**config.mk**
```make
export PLATFORM = sky130hd
export DESIGN_NAME = net_output_stage_flat
export DESIGN_NICKNAME = d
export VERILOG_FILES = /design/src/rtl/net_output_stage_if.sv /design/src/rtl/net_output_stage.sv /design/src/flat_wrapper.sv
export SDC_FILE = /design/constraint.sdc
export NUM_CORES = 1
export LEC_CHECK = 0
export CAP_MARGIN = 10
export CORE_MARGIN = 4
export CORE_UTILIZATION = 38
export CTS_CLUSTER_DIAMETER = 200
export CTS_CLUSTER_SIZE = 28
export DETAILED_ROUTE_END_ITERATION = 10
export HOLD_SLACK_MARGIN = 0.02
export PLACE_DENSITY = 0.76
export SLEW_MARGIN = 20
export SYNTH_ARGS = -nofsm -noshare
export SYNTH_HDL_FRONTEND = slang
export SYNTH_SLANG_ARGS = --single-unit
```
**constraint.sdc**
```tcl
create_clock -name clk -period 1.76 [get_ports clk]
set_input_delay 0.528 -clock clk [delete_from_list [all_inputs] [get_ports clk]]
set_output_delay 0.528 -clock clk [all_outputs]
set_load 0.005 [all_outputs]
```
**src/rtl/net_output_stage_if.sv**
```systemverilog
// net_output_stage_if: sample strobe, packed conv lanes and audio outputs of the output stage.
interface net_output_stage_if #(
  parameter int W     = 16,
  parameter int D     = 8,
  parameter int CNT_W = 8
);
  logic                 sample_clk;
  logic                 in_v;
  logic [D*W-1:0]       packed_in;
  logic signed [W-1:0]  sample_out0;
  logic signed [W-1:0]  sample_out1;
  logic signed [W-1:0]  sample_out2;
  logic signed [W-1:0]  sample_out3;
  logic                 underrun;
  logic [CNT_W-1:0]     underrun_count;
  modport master (
    output sample_clk, in_v, packed_in,
    input  sample_out0, sample_out1, sample_out2, sample_out3, underrun, underrun_count
  );
  modport slave (
    input  sample_clk, in_v, packed_in,
    output sample_out0, sample_out1, sample_out2, sample_out3, underrun, underrun_count
  );
endinterface

```
**src/rtl/net_output_stage.sv**
```systemverilog
// net_output_stage: captures the top four conv lanes with saturating gain and plays them out
// on sample ticks, optionally slew-limited, counting ticks that find no fresh result.
module net_output_stage #(
  parameter int W        = 16,
  parameter int D        = 8,
  parameter int SHIFT    = 2,
  parameter int MAX_STEP = 0,
  parameter int CNT_W    = 8
) (
  input  logic              clk,
  input  logic              rst,
  net_output_stage_if.slave bus
);
  typedef enum logic {IDLE, PENDING} state_t;
  localparam logic signed [W:0] MS = (W+1)'(MAX_STEP);
  state_t              state_q;
  logic                in_v_q, sclk_q, armed_q, primed_q, underrun_q;
  logic [CNT_W-1:0]    cnt_q;
  logic signed [W-1:0] pend_q [4];
  logic signed [W-1:0] tgt_q  [4];
  logic signed [W-1:0] out_q  [4];
  logic signed [W-1:0] sat_d  [4];
  logic signed [W-1:0] step_d [4];
  logic                cap, tick;
  function automatic logic signed [W-1:0] sat_shl(input logic signed [W-1:0] x);
    logic signed [W+SHIFT-1:0] e;
    logic [SHIFT:0]            top;
    e   = (W+SHIFT)'(x) <<< SHIFT;
    top = e[W+SHIFT-1:W-1];
    return (&top || ~|top) ? e[W-1:0] : (x[W-1] ? {1'b1, {(W-1){1'b0}}} : {1'b0, {(W-1){1'b1}}});
  endfunction
  function automatic logic signed [W-1:0] step(input logic signed [W-1:0] cur, input logic signed [W-1:0] tgt);
    logic signed [W:0] diff;
    diff = {tgt[W-1], tgt} - {cur[W-1], cur};
    diff = diff > MS ? MS : (diff < -MS ? -MS : diff);
    return (MAX_STEP == 0) ? tgt : cur + diff[W-1:0];
  endfunction
  // The first edge after reset only loads the edge detectors, so levels already high stay silent.
  assign cap  = armed_q && bus.in_v && !in_v_q;
  assign tick = armed_q && bus.sample_clk && !sclk_q;
  always_comb begin
    for (int i = 0; i < 4; i++) begin
      sat_d[i]  = sat_shl(bus.packed_in[(D-1-i)*W +: W]);
      step_d[i] = step(out_q[i], state_q == PENDING ? pend_q[i] : tgt_q[i]);
    end
  end
  always_ff @(posedge clk or negedge rst) begin
    if (!rst) begin
      state_q    <= IDLE;
      in_v_q     <= 1'b0;
      sclk_q     <= 1'b0;
      armed_q    <= 1'b0;
      primed_q   <= 1'b0;
      underrun_q <= 1'b0;
      cnt_q      <= '0;
      for (int i = 0; i < 4; i++) begin
        pend_q[i] <= '0;
        tgt_q[i]  <= '0;
        out_q[i]  <= '0;
      end
    end else begin
      in_v_q  <= bus.in_v;
      sclk_q  <= bus.sample_clk;
      armed_q <= 1'b1;
      if (tick && (state_q == PENDING || primed_q)) begin
        for (int i = 0; i < 4; i++) begin
          out_q[i] <= step_d[i];
          if (state_q == PENDING) tgt_q[i] <= pend_q[i];
        end
        if (state_q == IDLE) begin
          underrun_q <= 1'b1;
          if (!(&cnt_q)) cnt_q <= cnt_q + 1'b1;
        end
      end
      if (cap) begin
        for (int i = 0; i < 4; i++) pend_q[i] <= sat_d[i];
        primed_q <= 1'b1;
        state_q  <= PENDING;
      end else if (tick) begin
        state_q <= IDLE;
      end
    end
  end
  assign bus.sample_out0    = out_q[0];
  assign bus.sample_out1    = out_q[1];
  assign bus.sample_out2    = out_q[2];
  assign bus.sample_out3    = out_q[3];
  assign bus.underrun       = underrun_q;
  assign bus.underrun_count = cnt_q;
endmodule

```
**src/flat_wrapper.sv**
```systemverilog
// flat-port wrapper written by rule: the top's interface ports become plain ports
module net_output_stage_flat 
#(
  parameter int W        = 16,
  parameter int D        = 8,
  parameter int SHIFT    = 2,
  parameter int MAX_STEP = 0,
  parameter int CNT_W    = 8
)
  (clk, rst, bus_sample_clk, bus_in_v, bus_packed_in, bus_sample_out0, bus_sample_out1, bus_sample_out2, bus_sample_out3, bus_underrun, bus_underrun_count);
  net_output_stage_if #(.W(W), .D(D), .CNT_W(CNT_W)) bus_i ();
  input  logic clk;
  input  logic rst;
  input wire logic [$bits(bus_i.sample_clk)-1:0] bus_sample_clk;
  input wire logic [$bits(bus_i.in_v)-1:0] bus_in_v;
  input wire logic [$bits(bus_i.packed_in)-1:0] bus_packed_in;
  output wire logic [$bits(bus_i.sample_out0)-1:0] bus_sample_out0;
  output wire logic [$bits(bus_i.sample_out1)-1:0] bus_sample_out1;
  output wire logic [$bits(bus_i.sample_out2)-1:0] bus_sample_out2;
  output wire logic [$bits(bus_i.sample_out3)-1:0] bus_sample_out3;
  output wire logic [$bits(bus_i.underrun)-1:0] bus_underrun;
  output wire logic [$bits(bus_i.underrun_count)-1:0] bus_underrun_count;
  assign bus_i.sample_clk = bus_sample_clk;
  assign bus_i.in_v = bus_in_v;
  assign bus_i.packed_in = bus_packed_in;
  assign bus_sample_out0 = bus_i.sample_out0;
  assign bus_sample_out1 = bus_i.sample_out1;
  assign bus_sample_out2 = bus_i.sample_out2;
  assign bus_sample_out3 = bus_i.sample_out3;
  assign bus_underrun = bus_i.underrun;
  assign bus_underrun_count = bus_i.underrun_count;
  net_output_stage #(.W(W), .D(D), .SHIFT(SHIFT), .MAX_STEP(MAX_STEP), .CNT_W(CNT_W)) u_core (.clk(clk), .rst(rst), .bus(bus_i));
endmodule
```
==> results of run 1 <==
## report_power, final
group | total [uW] | internal [uW] | leakage (uW) | switching (uW)
combinational | 2250 | 1300 | 0.00209 | 942
clock | 3080 | 1850 | 0.000256 | 1230
sequential | 4280 | 3870 | 0.00169 | 403
total | 9600 | 7030 | 0.00404 | 2570
## through the flow
step	util, %	cell area, um2
after global routing	54.41	8302
after global placement	51.04	7787
after detailed placement	51.04	7787
after CTS	54.34	8292
final	54.41	8302
after floorplan	-	5947
## per-layer routing
metal | vias up | track usage [%]
met4 | 0 | 5.314
met1 | 2113 | 20.99
met3 | 18 | 4.381
met2 | 113 | 22.77
met5 | - | 0
li1 | 2339 | -
## kinds of logic (layout without fill, tap and decap cells)
logic type | Yosys count | in the layout | share of synthesized area (%)
AOI/OAI and AO/OA | 113 | 113 | 9.867
xor gates and xnor gates | 3 | 3 | 0.4419
other | 1 | 1 | 0.06306
DFF | 134 | 134 | 56.39
and+or+nand+nor | 240 | 240 | 16.31
adders and majority gates | 1 | 1 | 0.2104
buffers and inverters | 46 | 215 | 3.871
muxes | 68 | 68 | 12.85
## registers in the layout (all words and copies together), names as in the netlist, 8 cells and up
name                       cells
u_core.bus.underrun_count      8
u_core.bus.sample_out2        15
u_core.pend_q                 60
u_core.bus.sample_out3        15
u_core.bus.sample_out1        15
u_core.bus.sample_out0        15
## final cells by class
cell class                 count  share of cell area, %
tap                          211                  3.180
multi-input combinational    426                  28.53
timing repair buffer         184                  21.61
clock inverter                 8                 0.6481
clock buffer                  22                  5.592
inverter                       1                0.04521
sequential                   134                  40.39
## synth_stat cells
| library cell | count |
|---|---|
| xnor2_1 | 3 |
| or2_2 | 1 |
| nand3b_1 | 1 |
| and4_4 | 1 |
| buf_4 | 10 |
| mux2_2 | 6 |
| nand2b_1 | 1 |
| o21a_1 | 1 |
| mux2_1 | 61 |
| nand2_1 | 138 |
| a2111oi_2 | 1 |
| buf_1 | 2 |
| nor4_4 | 1 |
| mux2i_1 | 1 |
| inv_1 | 1 |
| nand2b_4 | 1 |
| conb_1 | 1 |
| a31oi_1 | 1 |
| clkbuf_1 | 17 |
| o31ai_1 | 3 |
| a21oi_1 | 1 |
| nand3_1 | 5 |
| nand2_2 | 1 |
| dfrtp_1 | 134 |
| nor3_2 | 1 |
| nand4_1 | 3 |
| buf_2 | 16 |
| and3_1 | 1 |
| o21ai_0 | 106 |
| ha_1 | 1 |
| nor2_1 | 85 |
## what timing repair did
item,4_1_cts,5_1_grt
endpoints found under the hold margin,26,0
buffers inserted,9,1
pin swaps,0,0
hold buffers,1,0
resized for setup,73,1
cloned,0,0
setup endpoints to repair,73,3
## worst max-delay path, cell delays in order (launching register included)
cell and delay, ns:
dfrtp_1 0.38, buf_4 0.14, dlygate4sd2_1 0.26
## final timing paths
path / from / to / slack (ns) / depth (start not counted)
worst max-delay path: u_core.bus.sample_out1[1] / bus_sample_out1[0] / 0.05 / 2
worst min-delay path: u_core.pend_q[5] / u_core.pend_q[5] / 0.47 / 2
worst max register to register: u_core.bus.underrun_count[5] / u_core.bus.underrun_count[4] / 0.22 / 5
worst min register to register: u_core.pend_q[5] / u_core.pend_q[5] / 0.47 / 2
max in group asynchronous: rst / u_core.bus.sample_out1[8] / 0.62 / 3
min in group asynchronous: rst / u_core.bus.underrun_count[4] / 0.56 / 2
==> results_dict.tcl, run 1 <==
set metrics [dict create \
    yosys-top-cells-area "dfrtp_1 (56%), mux2_1 (12%), o21ai_0 (8.9%)" \
    path_max_fanout 2 \
    crit_required_ns 1.23 \
    synthesis.area_mm2 0.005947 \
    routed_wl_mm 12.65 \
    synth_top_area_share_pct 56.39 \
    syn_inst 606 \
    tns_ns 0 \
    die_w_um 133.1 \
    start_kind "flop" \
    wl_met3_um 695 \
    period_share_pct 97.21 \
    grt_antenna_before_repair 0 \
    track_usage_pct 15.13 \
    cts_made_buffers 17 \
    post-place-cells 945 \
    top_layer "met4" \
    io_buffer_count 140 \
    final_cell_mix "nand2_1 (137), dfrtp_1 (134), o21ai_0 (106)" \
    tritoncts "done" \
    gp_congestion 0.7874 \
    coreArea_mm2 0.01526 \
    cp.arrival_ns 1.18 \
    power_density_mw_per_mm2 1157 \
    row_count 45 \
    synthDistinctLibCells 31 \
    syn-mean-instance-area_um2 9.813 \
    clk_latency_ns 0.40 \
    drive_gt1_share_pct 11.10 \
    period_minus_slack_ns 1.711 \
    vias_per_cell 4.648 \
    grt_pass1_vias 4423 \
    final_cells 986 \
    die_y_um 133.1 \
    setup_violations 0 \
    seq_area_mm2 0.003353 \
    max_clock_freq_ghz 0.5845 \
    antennaDiodeCount 0 \
    first_iter_violations 188 \
    mostFrequentLayoutCell "nand2_1" \
    drt-pass1-iter-count 4 \
    clk_path_buf_depth 2 \
    crit_type "flop to output pin" \
    grt_overflow 0 \
    yosysWarnings 0 \
    final_nets 897 \
    yosysTopAreaCell "dfrtp_1" \
    cap_violations 0 \
    remaining_drc_errors 0 \
    dieArea_mm2 0.01772 \
    layout_setup_ws_ns 0.04919 \
    cts_num_sinks 134 \
    leakage_uw 0.004035 \
    grt_max_degree 56 \
    multiInputGateArea_mm2 0.002369 \
    wl_met2_mm 5.772 \
    finClkSkew_ns 0.005772 \
    place_ws_ns -0.2960 \
    area_growth_pct 39.60 \
    start_util_pct 38.97 \
    power_uw 9603 \
    fin_hold_ws_ns 0.4682 \
    slew_viol_final 0 \
    vias 4583 \
    htree_levels 4 \
    rsz0062_at_grt "false" \
    irDropWorstVdd_mv 0.6865 \
    drt-met1-wl_mm 5.948 \
    clock-root-buffer "clkbuf_16" \
    num_io_pins 205 \
    mappedNetlistNets 739 \
    grt_first_pass_wirelength_mm 21.87 \
    fill_cells 1380 \
    ant_nets 0 \
    cts.clk_slew.worst_paths_ns 0.05 \
    hpwl_mm 8.900 \
    hold_violations 0 \
    wire_per_inst_um 12.83 \
    cp-end-kind "output pin" \
    ys_seq_area_share_pct 56.39 \
    status "finished, final reports clean" \
    ys_ff_latch 134 \
    min_path_type "flop to flop" \
]
No activity file was read; power rests on OpenSTA's default activity.
==> run 2, diff against run 1 <==
TNS_END_PERCENT = 1   (was default)
==> run 2 against run 1 <==
  * Die area unchanged
  * Count of clock-buffer cells in the layout unchanged
  * Register-to-register slack barely moved
  * Setup slack improved by 0.071 ns
  * Via count shrank 0.70%
  * Highest routed layer unchanged
==> results_dict.tcl, run 2 (synthesized netlist as in run 1, its figures left out) <==
set metrics [dict create \
    status "finished, final reports clean" \
    wire_per_inst_um 12.77 \
    cp.arrival_ns 1.92 \
    final_cell_mix "nand2_1 (137), dfrtp_1 (134), o21ai_0 (106)" \
    grt_antenna_before_repair 0 \
    htree_levels 4 \
    io_buffer_count 140 \
    clk_path_buf_depth 2 \
    die_y_um 133.1 \
    top_register "u_core.pend_q" \
    vias 4551 \
    final_nets 892 \
    row_count 45 \
    rr_endpoint "u_core.bus.underrun_count[4]" \
    cts_num_sinks 134 \
    regToRegSetupSlack_ns 0.22 \
    cap_violations 0 \
    setup_violations 0 \
    grt_overflow 0 \
    cp-end-kind "flop" \
    track_usage_pct 15.00 \
    utilization_pct 54.16 \
    ant_nets 0 \
    start_kind "primary input" \
    power_density_mw_per_mm2 1155 \
    crit_path_start "bus_sample_clk" \
    r2r_start "u_core.bus.underrun_count[5]" \
    clk_latency_ns 0.40 \
    place_area_mm2 0.007787 \
    hold_violations 0 \
    grt_pass1_vias 4395 \
    hpwl_mm 8.900 \
    largest_register_ffs 60 \
    routed_wl_mm 12.53 \
    cts.clk_slew.worst_paths_ns 0.05 \
    clock-root-buffer "clkbuf_16" \
    crit_type "primary input to flop" \
    crit_required_ns 2.04 \
    period_minus_slack_ns 1.640 \
    hold_path.startpoint "u_core.pend_q[5]" \
    area_growth_pct 38.96 \
    cp-endpoint "u_core.bus.sample_out1[6]" \
    start_util_pct 38.97 \
    fin_area_mm2 0.008264 \
    grt_first_pass_wirelength_mm 21.69 \
    cts_made_buffers 17 \
    tritoncts "done" \
    leakage_uw 0.004011 \
    drive_gt1_share_pct 10.52 \
    period_share_pct 93.18 \
    min_path_type "flop to flop" \
    gp_congestion 0.7874 \
    first_iter_violations 185 \
    rsz0062_at_grt "false" \
    finClkSkew_ns 0.005767 \
    remaining_drc_errors 0 \
    drt-pass1-iter-count 5 \
    tns_ns 0 \
    vias_per_cell 4.639 \
    irDropWorstVdd_mv 0.6862 \
    rr_worst_depth 5 \
    dieArea_mm2 0.01772 \
    die_w_um 133.1 \
    max_clock_freq_ghz 0.6098 \
    slew_viol_final 0 \
    num_io_pins 205 \
    antennaDiodeCount 0 \
    mostFrequentLayoutCell "nand2_1" \
    path_max_fanout 33 \
    coreArea_mm2 0.01526 \
    grt_max_degree 56 \
]
## run 2: cell type report
class                           instances  area (um2)
Timing Repair Buffer                  179        1757
Clock buffer                           22       464.2
Clock inverter                          8       53.80
Fill cell                            1387        6994
Tap cell                              211       264.0
Sequential cell                       134        3353
Multi-Input combinational cell        426        2369
Inverter                                1       3.754
## run 2: power by group
part / internal [uW] / switching, uW
combinational: 1260 / 922
sequential: 3870 / 406
clock: 1850 / 1230
## run 2: what timing repair did
item	in CTS	in global routing
endpoints found under the hold margin	26	0
gates resized for setup	73	1
cloned	0	0
buffers inserted	5	0
hold buffers	1	0
endpoints found under the setup margin	73	2
## run 2: through the flow
step / power (uW) / instances / worst slack [ns] / hold slack [ns]
after floorplan: 5200 / 606 / 0.2941 / 0.2324
after global placement: 6863 / 945 / -0.2806 / 0.4181
after detailed placement: 6948 / 945 / -0.2960 / 0.4246
after CTS: 9706 / 981 / 0.1101 / 0.4758
after global routing: 10170 / 981 / 0.03683 / 0.4916
final: 9545 / 981 / 0.1200 / 0.4682
## run 2: per-layer routing
layer  global-route usage, %  vias to the layer above  part of all wire [%]
met2                   22.49                      111                    46
li1                        -                     2331                     -
met4                   5.314                        0                   1.8
met3                   4.381                       18                   5.5
met1                   20.84                     2091                    47
met5                       0                        -                     0
## run 2: how the worst min path moves through the flow
stage / slack, ns / depth (start not counted) / to
floorplan: 0.23 / 0 / u_core.armed_q
global placement: 0.42 / 1 / u_core.bus.underrun_count[6]
detailed placement: 0.42 / 1 / u_core.bus.underrun_count[6]
CTS: 0.48 / 2 / u_core.pend_q[1]
global route: 0.49 / 1 / u_core.bus.sample_out2[15]
finish: 0.47 / 2 / u_core.pend_q[5]
## run 2: worst max-delay path, stage by stage
cell and delay, ns:
clkdlybuf4s50_1 0.44, nand2_2 0.17, nor2_2 0.05, nand2_2 0.13, buf_12 0.23, mux2_1 0.35
==> run 3, diff against run 2 <==
CORE_ASPECT_RATIO = 0.8   (was default)
CTS_CLUSTER_DIAMETER = 150   (was 200)
==> run 3 against run 2 <==
  * Flip-flop and latch count unchanged
  * Setup slack got worse by 0.012 ns
  * Hold slack got worse by 0.00059 ns
  * Register-to-register slack better by 0.03 ns
  * Final cell count increased by 0.41%
  * Sequential power hardly changed
  * Wire length rose by 9.1%
  * Die area about the same
  * Non-clock buffer count increased by 5
  * Combinational power is 2% lower
  * Power up 4.1%
  * Largest cell class unchanged
==> results_dict.tcl, run 3 (synthesized netlist as in run 1, its figures left out) <==
set metrics [dict create \
    cp-end-kind "output pin" \
    critical_path.top_delay_family "flip-flops" \
    final_nets 897 \
    start_util_pct 39.22 \
    tritoncts "done" \
    antennaDiodeCount 0 \
    swShare_pct 25.93 \
    clk_latency_ns 0.41 \
    coreArea_mm2 0.01516 \
    top_register "u_core.pend_q" \
    mostFrequentLayoutCell "nand2_1" \
    grt_max_degree 43 \
    cp_cell_sequence "dlygate4sd2_1" \
    io_buffer_count 140 \
    internal_power_uw 7357 \
    status "finished, final reports clean" \
    final_cell_mix "nand2_1 (137), dfrtp_1 (133), o21ai_0 (106)" \
    track_usage_pct 16.12 \
    regToRegSetupSlack_ns 0.25 \
    cts.clk_slew.worst_paths_ns 0.06 \
    period_share_pct 93.89 \
    htree_levels 4 \
    routed_wl_mm 13.66 \
    drive_gt1_share_pct 11.10 \
    cap_violations 0 \
    hold_violations 0 \
    clk_path_buf_depth 2 \
    num_io_pins 205 \
    power_uw 9934 \
    crit_buf_inv 1 \
    drt-pass1-iter-count 5 \
    start_kind "flop" \
    grt_pass1_vias 4554 \
    power_density_mw_per_mm2 1188 \
    period_minus_slack_ns 1.652 \
    finClkSkew_ns 0.01021 \
    area_growth_pct 40.58 \
    crit_path_start "u_core.bus.underrun_count[3]" \
    ant_nets 0 \
    r2r_start "u_core.bus.underrun_count[4]" \
    pwr-share-comb_pct 21.6 \
    setup_violations 0 \
    seqPwrFrac_pct 43.4 \
    row_count 40 \
    path_max_fanout 7 \
    wire_per_inst_um 13.87 \
    gp_congestion 0.8013 \
    first_iter_violations 257 \
    hold_path.startpoint "u_core.pend_q[2]" \
    utilization_pct 55.13 \
    dieArea_mm2 0.01773 \
    slew_viol_final 0 \
    hpwl_mm 9.652 \
    die_y_um 119.9 \
    die_w_um 147.9 \
    irDropWorstVdd_mv 0.7094 \
    leakage_uw 0.004056 \
    cp_slowest_stage_delay_ns 0.44 \
    cp.arrival_ns 1.12 \
    grt_first_pass_wirelength_mm 22.80 \
    largest_register_ffs 60 \
    place_ws_ns -0.3153 \
    rsz0062_at_grt "false" \
    remaining_drc_errors 0 \
    cp_slowest_cell "dfrtp_2" \
    clock-root-buffer "clkbuf_16" \
    grt_antenna_before_repair 0 \
    vias_per_cell 4.701 \
    p_clk_share_pct 35.0 \
    crit_type "flop to output pin" \
    vias 4630 \
    cts_made_buffers 17 \
    min_path_type "flop to flop" \
    max_clock_freq_ghz 0.6052 \
    crit_required_ns 1.23 \
    p_sw_uw 2576 \
    cts_num_sinks 134 \
    layout_setup_ws_ns 0.1076 \
    grt_overflow 0 \
]
-- run 3: path summary, 6_finish.rpt --
kind	to	depth (start not counted)
worst max register to register	u_core.bus.underrun_count[4]	5
worst max-delay path	bus_underrun_count[3]	1
max in group asynchronous	u_core.armed_q	3
worst min-delay path	u_core.pend_q[2]	2
min in group asynchronous	u_core.bus.underrun_count[2]	2
worst min register to register	u_core.pend_q[2]	2
-- run 3: timing repair --
action | 4_1_cts | 5_1_grt
hold buffers | 1 | 0
buffers inserted | 1 | 0
gates resized for setup | 74 | 0
endpoints found under the setup margin | 73 | 0
hold endpoints to repair | 21 | 0
-- run 3: routing by layer --
layer	up-vias	part of all wire [%]	wire [um]	GRT usage [%]
li1	2335	-	-	-
met1	2171	46	6330	21.31
met2	110	47	6360	25.35
met3	14	5.8	792	4.530
met4	0	1.3	176	6.117
met5	-	0	0	0
-- run 3: per-stage QoR --
| stage | std cells | cell area (um2) | hold WS (ns) | setup TNS, ns |
|---|---|---|---|---|
| 2_1_floorplan | 606 | 5947 | 0.2324 | 0 |
| 3_3_place_gp | 953 | 7854 | 0.4165 | -18.36 |
| 3_5_place_dp | 953 | 7854 | 0.4140 | -19.51 |
| 4_1_cts | 985 | 8361 | 0.4763 | 0 |
| 5_1_grt | 985 | 8361 | 0.4911 | 0 |
| 6_report | 985 | 8361 | 0.4677 | 0 |
-- run 3: layout make-up --
type	instances	area (um2)
Inverter	1	3.754
Tap cell	210	262.8
Clock inverter	9	128.9
Multi-Input combinational cell	426	2366
Timing Repair Buffer	184	1794
Fill cell	1350	6804
Sequential cell	134	3354
Clock buffer	21	450.4
-- run 3: power by group through the flow --
stage               logic, uW  registers (uW)  clock network, uW
floorplan                 861            4340                  0
global placement         2520            4360                  0
detailed placement       2590            4390                  0
CTS                      2200            4320               3570
global route             2410            4430               3710
finish                   2140            4310               3480
